## config.mk

```make
export PLATFORM = sky130hd
export DESIGN_NAME = ps2_line_buffer
export DESIGN_NICKNAME = d
export VERILOG_FILES = /design/src/rtl/ps2_line_buffer.sv
export SDC_FILE = /design/constraint.sdc
export NUM_CORES = 1
export LEC_CHECK = 0
export ABC_AREA = 1
export BUFFER_PORTS_ARGS = -buffer_cell sky130_fd_sc_hd__buf_4
export CAP_MARGIN = 20
export CORE_UTILIZATION = 40
export DETAILED_ROUTE_END_ITERATION = 10
export GPL_TIMING_DRIVEN = 0
export SLEW_MARGIN = 20
export SYNTH_ARGS = -nofsm -noshare
export SYNTH_HDL_FRONTEND = slang
export SYNTH_SLANG_ARGS = --single-unit
```

## constraint.sdc

```tcl
create_clock -name clock -period 4.8 [get_ports clock]
set_clock_uncertainty 0.1 [all_clocks]
set_input_delay 0.24 -clock clock [delete_from_list [all_inputs] [get_ports clock]]
set_output_delay 0.24 -clock clock [all_outputs]
set_load 0.02 [all_outputs]
```

## src/rtl/ps2_line_buffer.sv

```systemverilog
// Collects edge-detected PS/2 ASCII keystrokes into an editable live line and commits it on the terminator key.
// Latency 1 cycle from key event to outputs; no backpressure, and printable keys arriving on a full line are dropped and flagged.
module ps2_line_buffer #(
    parameter int                MAX_CHARS = 32,
    parameter int                CHAR_W    = 8,
    parameter logic [CHAR_W-1:0] TERM_CHAR = CHAR_W'(8'h0a),
    parameter logic [CHAR_W-1:0] BS_CHAR   = CHAR_W'(8'h08),
    parameter int                LEN_W     = 6
) (
    input  logic                          clock,
    input  logic                          reset,
    input  logic [CHAR_W-1:0]             ascii_char,
    input  logic                          key_pressed,
    output logic [MAX_CHARS*CHAR_W-1:0]   live_content,
    output logic [LEN_W-1:0]              live_length,
    output logic [MAX_CHARS*CHAR_W-1:0]   line_content,
    output logic [LEN_W-1:0]              line_length,
    output logic                          line_ready,
    output logic                          overflow
);

    localparam logic [LEN_W-1:0] MAX_LEN = LEN_W'(MAX_CHARS);
    localparam logic [LEN_W-1:0] ONE     = LEN_W'(1);

    logic                        key_q, key_d;
    logic [LEN_W-1:0]            live_len_q, live_len_d;
    logic [MAX_CHARS*CHAR_W-1:0] line_q, line_d;
    logic [LEN_W-1:0]            line_len_q, line_len_d;
    logic                        line_ready_q, line_ready_d;
    logic                        overflow_q, overflow_d;

    logic key_evt, is_term, is_bs, is_print;
    logic term_evt, bs_evt, wr_evt, ovf_evt;

    // A key event is the rising edge of the decoder strobe, so a held key counts once.
    assign key_evt  = key_pressed & ~key_q;
    assign is_term  = (ascii_char == TERM_CHAR);
    assign is_bs    = (ascii_char == BS_CHAR);
    assign is_print = ~is_term & ~is_bs;

    assign term_evt = key_evt & is_term;
    assign bs_evt   = key_evt & is_bs & (live_len_q != '0);
    assign wr_evt   = key_evt & is_print & (live_len_q != MAX_LEN);
    assign ovf_evt  = key_evt & is_print & (live_len_q == MAX_LEN);

    always_comb begin
        key_d        = key_pressed;
        live_len_d   = live_len_q;
        line_d       = line_q;
        line_len_d   = line_len_q;
        line_ready_d = 1'b0;
        overflow_d   = overflow_q;
        if (term_evt) begin
            line_d       = live_content;
            line_len_d   = live_len_q;
            line_ready_d = 1'b1;
            live_len_d   = '0;
            overflow_d   = 1'b0;
        end else if (bs_evt) begin
            live_len_d = live_len_q - ONE;
        end else if (wr_evt) begin
            live_len_d = live_len_q + ONE;
        end else if (ovf_evt) begin
            overflow_d = 1'b1;
        end
    end

    always_ff @(posedge clock) begin
        if (reset) begin
            key_q        <= 1'b0;
            live_len_q   <= '0;
            line_q       <= '0;
            line_len_q   <= '0;
            line_ready_q <= 1'b0;
            overflow_q   <= 1'b0;
        end else begin
            key_q        <= key_d;
            live_len_q   <= live_len_d;
            line_q       <= line_d;
            line_len_q   <= line_len_d;
            line_ready_q <= line_ready_d;
            overflow_q   <= overflow_d;
        end
    end

    // Each slot decodes its own write enable from the current length; slot 0 sits in the MSBs.
    for (genvar gi = 0; gi < MAX_CHARS; gi++) begin : g_slot
        logic [CHAR_W-1:0] slot_q, slot_d;

        always_comb begin
            slot_d = slot_q;
            if (term_evt) begin
                slot_d = '0;
            end else if (wr_evt && (live_len_q == LEN_W'(gi))) begin
                slot_d = ascii_char;
            end else if (bs_evt && (live_len_q == LEN_W'(gi + 1))) begin
                slot_d = '0;
            end
        end

        always_ff @(posedge clock) begin
            if (reset) begin
                slot_q <= '0;
            end else begin
                slot_q <= slot_d;
            end
        end

        assign live_content[(MAX_CHARS-gi)*CHAR_W-1 -: CHAR_W] = slot_q;
    end

    assign live_length  = live_len_q;
    assign line_content = line_q;
    assign line_length  = line_len_q;
    assign line_ready   = line_ready_q;
    assign overflow     = overflow_q;

endmodule

```

## Word-level counts from Yosys, hierarchy flattened

Index checks and enable logic that the tools add are counted.

- Eq/ne operators: 35
- Multiplexer cells: 67
- Add/subtract/negate cells: 2
- Reduce and logical (&&, ||, !) cells: 101
- Bitwise operators: 13

Operators with widths:

| operator | count |
|---|---|
| $mux 8 | 64 |
| $eq 6x5->1 const B | 16 |
| $reduce_bool 2->1 | 33 |
| $logic_and 1x1->1 | 64 |
| $eq 6x4->1 const B | 8 |
| $eq 6x3->1 const B | 4 |
| $eq 8x4->1 const B | 2 |
| $eq 6x2->1 const B | 2 |
| $mux 6 | 2 |
| $and 1x1->1 | 8 |
| $add 6x1->6 const B | 1 |
| $eq 6x1->1 const B | 1 |
| $eq 6x6->1 const B | 1 |
| $logic_not 6->1 | 1 |
| $ne 6x6->1 const B | 1 |
| $reduce_bool 6->1 | 1 |
| $sub 6x1->6 const B | 1 |
| $not 1->1 | 5 |
| $reduce_and 3->1 | 1 |
| $reduce_or 2->1 | 1 |
| $mux 1 | 1 |

- Bits of input ports: 11
- Register bits after elaboration: 527
- Output and inout port bits: 526

## Logic depth before layout (Yosys ltp)

Gate-level depths: netlist (run 1).

- Depth after elaboration: 7
- Depth in mapped cells: 12
- Depth with buffers taken out: 10

## Worst setup path before layout (run 1)

Ideal clock, no wire load.

- Path type: reg-to-reg
- Start: reg live_len_q[0], in the netlist live_length[0]
- End: reg g_slot[13].slot_q[0]
- Stages on the path, launching flop included: 9
- Slack: 2.767 ns
- Arrival time: 1.801 ns
- Setup time: 0.132 ns
- Path buffers: 2
- Clock period less this slack: 2.033 ns
- Cells stage by stage: dfxtp_1 > inv_1 > ha_1 > nand4_1 > buf_4 > buf_4 > nand4_1 > nand3_1 > a21oi_1

- Cells in the longest elaborated chain, start to end: 4
- Elaborated cells on any way between the ends: 10

Ends and longest elaborated chain:

| what | line | RTL |
|---|---|---|
| start: declaration | 26 | `logic [LEN_W-1:0] live_len_q, live_len_d;` |
| start signal: assignment | 78 | `live_len_q <= live_len_d;` |
| $ne 6x6->1 / $reduce_bool 6->1 (equally long branches) | 43, 42 |  |
| $and 1x1->1 (on tied branches) | 43, 42 |  |
| $logic_and 1x1->1 (on tied branches) | 94, 96 |  |
| $mux 8 / $reduce_bool 2->1 (equally long branches) | -- |  |
| end signal: assignment | 105 | `slot_q <= slot_d;` |
| end: declaration | 88 | `logic [CHAR_W-1:0] slot_q, slot_d;` |

Parallel ways exist; a longest one is shown, timed or not.
A chain may end at the register's enable or synchronous reset.

## Worst setup path in the final report (run 1)

- Start: reg live_len_q[1], in the netlist live_length[1]
- End: reg g_slot[21].slot_q[2]

- Cells in the longest elaborated chain, start to end: 4
- Elaborated cells on any way between the ends: 10

Ends and longest elaborated chain:

| what | line |
|---|---|
| $ne 6x6->1 / $reduce_bool 6->1 (equally long branches) | 43, 42 |
| $and 1x1->1 (on tied branches) | 43, 42 |
| $logic_and 1x1->1 (on tied branches) | 94, 96 |
| $mux 8 / $reduce_bool 2->1 (equally long branches) | -- |
| end signal: assignment | 105 |
| end: declaration | 88 |

Parallel ways exist; a longest one is shown, timed or not.

==> impl_metrics.csv, run 1 <==
group,metric,value,unit
timing,rsz0062_at_grt,"false",
drt,highest_layer,"met4",
floorplan,initial_utilization,40.9,%
critical_path,crit_family,"simple AND/OR/NAND/NOR gates",
outcome,status,"finished clean",
clocking,cts_tree,"yes",
critical_path,crit_chain,"inv_1 -> ha_1 -> nand4_1 -> clkbuf_1 -> nand4_1 -> nand3_1 -> a21oi_1",
clocking,post_cts_resize_count,0,
placement,portBuffers,528,
timing,finalMaxSlewViolations,0,
timing,setup_viol,0,
timing,max_freq,386,MHz
logic_synthesis,synth_most_common_cell,"dfxtp_1",
logic_synthesis,ys_seq_area_share,53.5,%
final_layout,seqCellArea,0.0106,mm2
critical_path,startpoint_type,"flop",
logic_synthesis,synth.distinct_cells,28,
critical_path,crit_buf_inv,2,
final_layout,multi_input_comb_area,0.00808,mm2
floorplan,dieArea,0.0502,mm2
power_and_ir_drop,power.density,348,mW/mm2
power_and_ir_drop,p_leak,0.0107,uW
power_and_ir_drop,worst_ir_drop_vdd,0.000234,V
global_routing,grt_start_max_net_pins,15,
drt,route.met2.wl,36300,um
timing,finalCritPeriodShare,54.0,%
logic_synthesis,synth_seq_cells,527,
final_layout,utilization,54.9,%
timing,max-slew-margin-rel,26.2,%
clocking,cts_buffer_depth,3,
drt,drc,0,
clocking,clock_tree.root_cell,"clkbuf_16",
timing,fin_setup_tns,0,ps
timing,period_needed,2590,ps
global_routing,grt_pass1_wl,112000,um
final_layout,syn_to_final_growth,34.2,%
logic_synthesis,synthArstFlopShare,0,%
logic_synthesis,synth_top_area_cell,"dfxtp_1",
placement,dp.cells,3159,
floorplan,io_pins,537,
logic_synthesis,synthTopCellsByCount,"527 x dfxtp_1, 282 x nand3_1, 261 x a21oi_1",
logic_synthesis,netlist_instances,1975,
floorplan,core_region_area,0.0481,mm2
min_path,holdCritPathClass,"primary input to flop",
run,maxCapViolations,0,
logic_synthesis,ys_warn_count,0,
critical_path,cp_data_required_time,5170,ps
logic_synthesis,yosys_most_used_dff,"dfxtp_1",
clocking,cts-htree-levels,2,
final_layout,nFillCells,4394,
critical_path,cp-end-kind,"flop",
global_routing,track_usage,29.2,%
timing,hold_viol,0,
critical_path,worst_path_max_delay_cell,"clkbuf_1",
logic_synthesis,syn_area,0.0197,mm2
floorplan,dieWidth,224,um
drt,first_pass_iters,6,
clocking,path_clk_slew,70,ps
critical_path,path_class,"flop to flop",
drt,dr.first_iter.drc_count,1613,
logic_synthesis,synth_top_area_share,53.5,%
final_layout,drive_gt1_share,32.8,%
drt,vias,19066,
global_routing,antenna_found_initial,2,
critical_path,crit_top_cell,"nand4_1",
placement,gp_congestion,0.887,
placement,post-dp-hpwl,55900,um
critical_path,cp.arrival,2960,ps
drt,antenna_left,0,
drt,wl_met1,33000,um
logic_synthesis,avgSynthCellArea,9.98,um2
clocking,cts_setup_buffers,0,
global_routing,overflow,0,
drt,viasPerCell,5.83,
logic_synthesis,ys_top_cells_by_area,"dfxtp_1 54%, a22o_1 11%, nand4_1 8.2%",
floorplan,die_h,224,um
drt,wl_per_cell,23.4,um
logic_synthesis,postSynthNetCount,1991,
critical_path,cp_slowest_stage_delay,510,ps
clocking,clk_latency,600,ps
global_routing,grt_pass1_vias,17751,
timing,worstMarginPinSlew,1110,ps
final_layout,final_nets,2585,
clocking,clock_sinks,527,
power_and_ir_drop,total_power,9200,uW
clocking,cts_buffers,54,
logic_synthesis,synth-edff-count,0,
final_layout,instances_no_fill,3270,
floorplan,rows,80,
critical_path,r2r_slack,2210,ps
drt,wl,76600,um
critical_path,cp_max_fo,10,
drt,met3_length,5570,um
## placed cells by master (no fill, tap or decap), types with 23 or more instances in the layout
master,netlist,routed
a21oi_1,261,261
a22o_1,256,256
buf_2,114,114
buf_4,17,545
clkbuf_1,56,65
clkbuf_16,0,55
dfxtp_1,527,527
nand2_1,43,43
nand3_1,282,282
nand4_1,259,259
nand4_2,29,29
nor2_4,23,23
## registers in the layout, summed over array words and instances, names as in the netlist
| signal | count |
|---|---|
| g_slot.slot_q | 256 |
| line_content | 256 |
| line_length | 6 |
| live_length | 6 |
| key_q | 1 |
| line_ready | 1 |
| overflow | 1 |
## metrics by stage
step,hold WS (ps),instance area (um2),setup WS [ps]
6_report,116,26400,2210
5_1_grt,135,26400,2060
4_1_cts,86.0,26400,2270
3_5_place_dp,313,24500,2220
3_3_place_gp,311,24500,2230
2_1_floorplan,212,19700,2770
## worst paths after layout
path              cells after the start                   end             start
setup reg to reg                      7  g_slot[21].slot_q[2]    live_length[1]
hold reg to reg                       1      line_content[55]  line_content[55]
setup / recovery                      7  g_slot[21].slot_q[2]    live_length[1]
hold / removal                        5        line_length[4]       key_pressed
## layout make-up
cell class / count / share of cell area (%)
diodes: 1 / 0.00946
plain buffers: 194 / 3.73
clock buffers: 81 / 6.22
clock inverters: 19 / 0.785
inverters: 23 / 0.326
multi-input cells: 1231 / 30.6
flip-flops and latches: 527 / 39.9
well taps: 656 / 3.10
repair buffers: 538 / 15.4
## cells by family (layout without fill, tap and decap cells)
group / after synthesis / after routing / share of synthesized area (%)
AND/OR/NAND/NOR: 693 / 693 / 22.1
buffers and inverters: 217 / 855 / 5.45
other: 0 / 1 / 0
XOR/XNOR: 7 / 7 / 0.311
AO/OA/AOI/OAI: 526 / 526 / 18.2
adder cells (fa/ha/maj): 5 / 5 / 0.317
flip-flops: 527 / 527 / 53.5
## tightest hold or removal path: cells and delay by family
| family | cells | cell delay, ps |
|---|---|---|
| buf+inv | 2 | 190 |
| simple gates | 2 | 250 |
| compound gates | 1 | 90 |
## metal layers
layer  up-vias  track usage, %
li1       8715               -
met1      9343            39.5
met2       886            48.2
met3       122            4.50
met4         0            8.44
met5         -               0
## power breakdown
| group | total (uW) | switching (uW) | leakage (uW) | internal [uW] |
|---|---|---|---|---|
| Sequential | 4400 | 17.8 | 0.00424 | 4390 |
| Combinational | 434 | 336 | 0.00552 | 98.0 |
| Clock | 4360 | 1790 | 0.000920 | 2580 |
## what timing repair did
| item | CTS | global route |
|---|---|---|
| endpoints found under the hold margin | 23 | 0 |
| setup endpoints to repair | 0 | 0 |
| hold buffers | 10 | 0 |
Note: power is estimated with default switching activity, not from simulation.
==> run 2: changes to the inputs <==
- PLACE_DENSITY: not set -> 0.66
- clock period: 4.8 -> 2.14 ns (I/O delays scaled with it)
==> impl_metrics.csv, run 2 (same netlist as run 1, synthesis figures left out) <==
group,metric,value,unit
drt,vias,19391,
critical_path,path_class,"flop to flop",
timing,worstMarginPinSlew,1090,ps
final_layout,layout_common_cells,"595 x buf_4, 524 x dfxtp_1, 280 x nand3_1, 259 x nand4_1, 258 x a21oi_1",
critical_path,cp.arrival,2440,ps
timing,setup_ws,63.7,ps
critical_path,cp-end-kind,"flop",
critical_path,startpoint_type,"flop",
clocking,cts_buffers,54,
drt,drc,0,
clocking,cts-htree-levels,2,
critical_path,crit_top_cell,"nand3_1",
drt,wl,76800,um
drt,antenna_left,0,
clocking,clk_latency,620,ps
critical_path,cp_slowest_stage_delay,370,ps
drt,first_pass_iters,8,
timing,finalCritPeriodShare,97.0,%
global_routing,grt_start_max_net_pins,14,
clocking,clock_tree.root_cell,"clkbuf_16",
global_routing,grt_pass1_vias,18012,
floorplan,io_pins,537,
final_layout,seqCellArea,0.0106,mm2
final_layout,multi_input_comb_area,0.00822,mm2
timing,period_needed,2080,ps
placement,dp_slack,-400,ps
final_layout,fin_area,0.0271,mm2
floorplan,rows,80,
drt,viasPerCell,5.85,
final_layout,layout_commonest_cell,"buf_4",
global_routing,overflow,0,
timing,rsz0062_at_grt,"true",
clocking,cts_tree,"yes",
final_layout,diodes,0,
power_and_ir_drop,worst_ir_drop_vdd,0.000616,V
critical_path,crit_chain,"inv_4 -> ha_1 -> nand3_1 -> nor2_4 -> nand4_1 -> buf_4 -> nand3_1 -> a21oi_1",
clocking,cts_buffer_depth,3,
floorplan,die_h,224,um
drt,dr.first_iter.drc_count,2044,
floorplan,initial_utilization,40.9,%
power_and_ir_drop,p_leak,0.0110,uW
placement,portBuffers,528,
critical_path,worst_path_max_delay_cell,"dfxtp_2",
final_layout,syn_to_final_growth,37.4,%
global_routing,track_usage,29.1,%
timing,max_freq,482,MHz
floorplan,core_region_area,0.0481,mm2
floorplan,dieArea,0.0502,mm2
placement,gp_congestion,0.900,
global_routing,antenna_found_initial,0,
floorplan,dieWidth,224,um
timing,fin_setup_tns,0,ps
final_layout,utilization,56.2,%
placement,dpl-instance-area,0.0245,mm2
power_and_ir_drop,power.density,766,mW/mm2
timing,hold_viol,0,
final_layout,final_nets,2635,
timing,finalMaxSlewViolations,0,
critical_path,cp_data_required_time,2510,ps
timing,max-slew-margin-rel,27.2,%
power_and_ir_drop,total_power,20700,uW
clocking,path_clk_slew,70,ps
clocking,clock_sinks,527,
global_routing,grt_pass1_wl,113000,um
final_layout,drive_gt1_share,34.5,%
critical_path,cp_max_fo,10,
run,maxCapViolations,0,
outcome,status,"finished clean",
drt,wl_per_cell,23.2,um
placement,post-dp-hpwl,55800,um
min_path,holdCritPathClass,"primary input to flop",
timing,setup_viol,0,
final_layout,nFillCells,4228,
[run 2: cell type report]
class	count	share of cell area, %
sequential	527	39.0
multi-input combinational	1232	30.4
clock buffer	85	6.18
buffer	194	4.00
inverter	23	0.328
tap	656	3.03
clock inverter	12	0.693
timing repair buffer	587	16.4
[run 2: final timing paths]
check                 start  slack, ps              endpoint  depth (start not counted)
max reg2reg  live_length[0]         60  g_slot[22].slot_q[5]                          8
min           ascii_char[7]        330  g_slot[30].slot_q[7]                          4
max          live_length[0]         60  g_slot[22].slot_q[5]                          8
min reg2reg  line_length[2]        370        line_length[2]                          2
[run 2: metal layers]
layer | up-vias | wire (um) | global-route usage (%)
met5 | - | 0 | 0
met4 | 0 | 1840 | 8.77
met3 | 142 | 6030 | 5.57
met2 | 911 | 36600 | 47.9
met1 | 9508 | 32300 | 38.6
li1 | 8830 | - | -
[run 2: repair_timing]
action / in CTS / in global routing
buffers inserted: 21 / 26
gates cloned: 0 / 2
hold buffers: 11 / 0
endpoints found under the hold margin: 24 / 0
pin swaps: 17 / 16
gates resized for setup: 29 / 41
setup endpoints to repair: 362 / 365
[run 2: where the power goes]
part | switching (uW) | internal, uW | total (uW)
Combinational | 784 | 250 | 1030
Sequential | 39.1 | 9840 | 9880
Clock | 3900 | 5930 | 9830
[run 2: critical path, delay by kind of cell (launching register included)]
family / cells / cell delay (ps)
simple gates: 4 / 860
fa+ha+maj: 1 / 220
buf+inv: 2 / 310
flops: 1 / 370
compound gates: 1 / 80
[run 2: through the flow]
stage / hold WS [ps] / instances
2_1_floorplan: 79.4 / 1975
6_report: 326 / 3316
3_3_place_gp: 180 / 3159
3_5_place_dp: 185 / 3159
5_1_grt: 319 / 3316
4_1_cts: 282 / 3288
==> run 3: changes to the inputs <==
- GPL_TIMING_DRIVEN: 0 -> not set
==> impl_metrics.csv, run 3 (same netlist as run 1, synthesis figures left out) <==
group,metric,value,unit
critical_path,endpoint,"g_slot[5].slot_q[3]",
global_routing,grt_pass1_wl,107000,um
global_routing,antenna_found_initial,1,
drt,antenna_left,0,
floorplan,initial_utilization,40.9,%
placement,dp.cells,3073,
placement,post-dp-hpwl,47300,um
drt,viasPerCell,5.87,
power_and_ir_drop,swShare,22.9,%
global_routing,grt_start_max_net_pins,116,
min_path,holdCritPathClass,"primary input to flop",
critical_path,crit_family,"simple AND/OR/NAND/NOR gates",
clocking,cts_tree,"yes",
final_layout,nFillCells,4128,
power_and_ir_drop,p_leak,0.0109,uW
clocking,clock_tree.root_cell,"clkbuf_16",
timing,period_needed,2070,ps
critical_path,path_class,"flop to flop",
floorplan,io_pins,537,
timing,hold_viol,0,
final_layout,drive_gt1_share,34.0,%
floorplan,dieWidth,224,um
power_and_ir_drop,p_int,16000,uW
floorplan,core_region_area,0.0481,mm2
timing,finalMaxSlewViolations,0,
drt,wl,72200,um
global_routing,track_usage,27.0,%
final_layout,instances_no_fill,3209,
floorplan,dieArea,0.0502,mm2
critical_path,cp_max_fo,8,
drt,vias,18847,
timing,worstMarginPinSlew,655,ps
drt,first_pass_iters,6,
critical_path,cp-end-kind,"flop",
global_routing,overflow,0,
final_layout,layout_common_cells,"640 x buf_4, 526 x dfxtp_1, 281 x nand3_1, 261 x a21oi_1, 259 x nand4_1",
critical_path,crit_chain,"inv_1 -> buf_4 -> ha_1 -> nand3_1 -> nor2_4 -> nand4_2 -> nand3_1 -> a21oi_1",
critical_path,startpoint_type,"flop",
critical_path,path_depth,8,
critical_path,reg2reg_from,"live_length[1]",
critical_path,worstRegToRegCells,8,
clocking,cts_buffer_depth,3,
placement,gp_congestion,0.888,
timing,fin_setup_tns,0,ps
clocking,path_clk_slew,60,ps
timing,hold_ws,87.1,ps
timing,setup_viol,0,
global_routing,grt_pass1_vias,17577,
power_and_ir_drop,p_seq_share,47.5,%
clocking,clock_sinks,527,
timing,rsz0062_at_grt,"true",
critical_path,crit_top_cell,"nand3_1",
power_and_ir_drop,p_switching,4750,uW
clocking,cts-htree-levels,2,
power_and_ir_drop,pwr-share-clk,47.6,%
critical_path,rr_endpoint,"g_slot[5].slot_q[3]",
critical_path,cp_data_required_time,2490,ps
min_path,min_from,"ascii_char[5]",
placement,dp_slack,-391,ps
run,maxCapViolations,0,
critical_path,cp_slowest_stage_delay,330,ps
floorplan,die_h,224,um
drt,drc,0,
power_and_ir_drop,pwr-share-comb,4.8,%
timing,max_freq,484,MHz
power_and_ir_drop,worst_ir_drop_vdd,0.000594,V
power_and_ir_drop,power.density,767,mW/mm2
outcome,status,"finished clean",
clocking,cts_buffers,54,
final_layout,utilization,56.2,%
min_path,hold_depth,7,
critical_path,worst_path_max_delay_cell,"dfxtp_2",
critical_path,crit_buf_inv,2,
critical_path,critPathLaunch,"live_length[1]",
drt,dr.first_iter.drc_count,1732,
timing,max-slew-margin-rel,56.3,%
timing,setup_ws,74.8,ps
clocking,clk_latency,600,ps
timing,finalCritPeriodShare,96.5,%
final_layout,layout_commonest_cell,"buf_4",
final_layout,final_nets,2525,
critical_path,r2r_slack,70,ps
final_layout,syn_to_final_growth,37.4,%
floorplan,rows,80,
placement,portBuffers,536,
drt,wl_per_cell,22.5,um
critical_path,cp.arrival,2410,ps
## run 3: cell types whose count changed in the layout (fill, tap and decap cells not counted), moves of 9 or more
cell / previous run / this run
clkbuf_1: 64 / 9
buf_6: 12 / 1
buf_12: 1 / 21
buf_4: 595 / 640
buf_2: 91 / 0
clkbuf_4: 15 / 0
dlygate4sd3_1: 11 / 2
## run 3: power groups by stage
stage	Sequential [uW]	Clock (uW)	Combinational, uW
floorplan	10100	0	563
global placement	10100	0	903
detailed placement	10100	0	915
CTS	9870	10000	928
global route	9870	10400	1050
finish	9880	9900	999
## run 3: worst reg2reg max path, stage by stage (launching register included)
cell,delay [ps]
dfxtp_2,330
inv_1,100
buf_4,150
ha_1,210
nand3_1,260
nor2_4,290
nand4_2,260
nand3_1,150
a21oi_1,80
## run 3: layer usage
metal  GRT usage, %  share of wire [%]  vias to the layer above
li1               -                  -                     8592
met3           4.25                7.2                      148
met4           9.96                3.1                        0
met2           44.1                 48                      920
met5              0                  0                        -
met1           35.8                 42                     9187
## run 3: final cells by class
type / instances / area [um2] / share of cell area, %
multi-input combinational: 1232 / 8260 / 30.5
clock inverter: 20 / 248 / 0.915
tap: 656 / 821 / 3.03
timing repair buffer: 671 / 5440 / 20.1
clock buffer: 79 / 1640 / 6.05
sequential: 527 / 10600 / 39.0
antenna: 1 / 2.50 / 0.00924
inverter: 23 / 106 / 0.393
## run 3: how the worst min path moves through the flow
stage,endpoint,slack (ps)
after detailed placement,key_q,190
after global placement,key_q,190
final,line_length[3],90
after floorplan,key_q,80
after global routing,g_slot[16].slot_q[7],70
after CTS,g_slot[16].slot_q[7],50
## run 3: repair_timing
action	4_1_cts	5_1_grt
endpoints found under the hold margin	3	0
hold buffers	2	0
gates resized for setup	5	26
setup buffers	2	27
setup endpoints to repair	510	359
cloned	2	3
pin swaps	3	17
## run 3: stage by stage
step	power (uW)	area, um2
3_5_place_dp	11000	24600
4_1_cts	20800	26600
3_3_place_gp	11000	24600
5_1_grt	21300	27100
2_1_floorplan	10700	19700
6_report	20800	27100
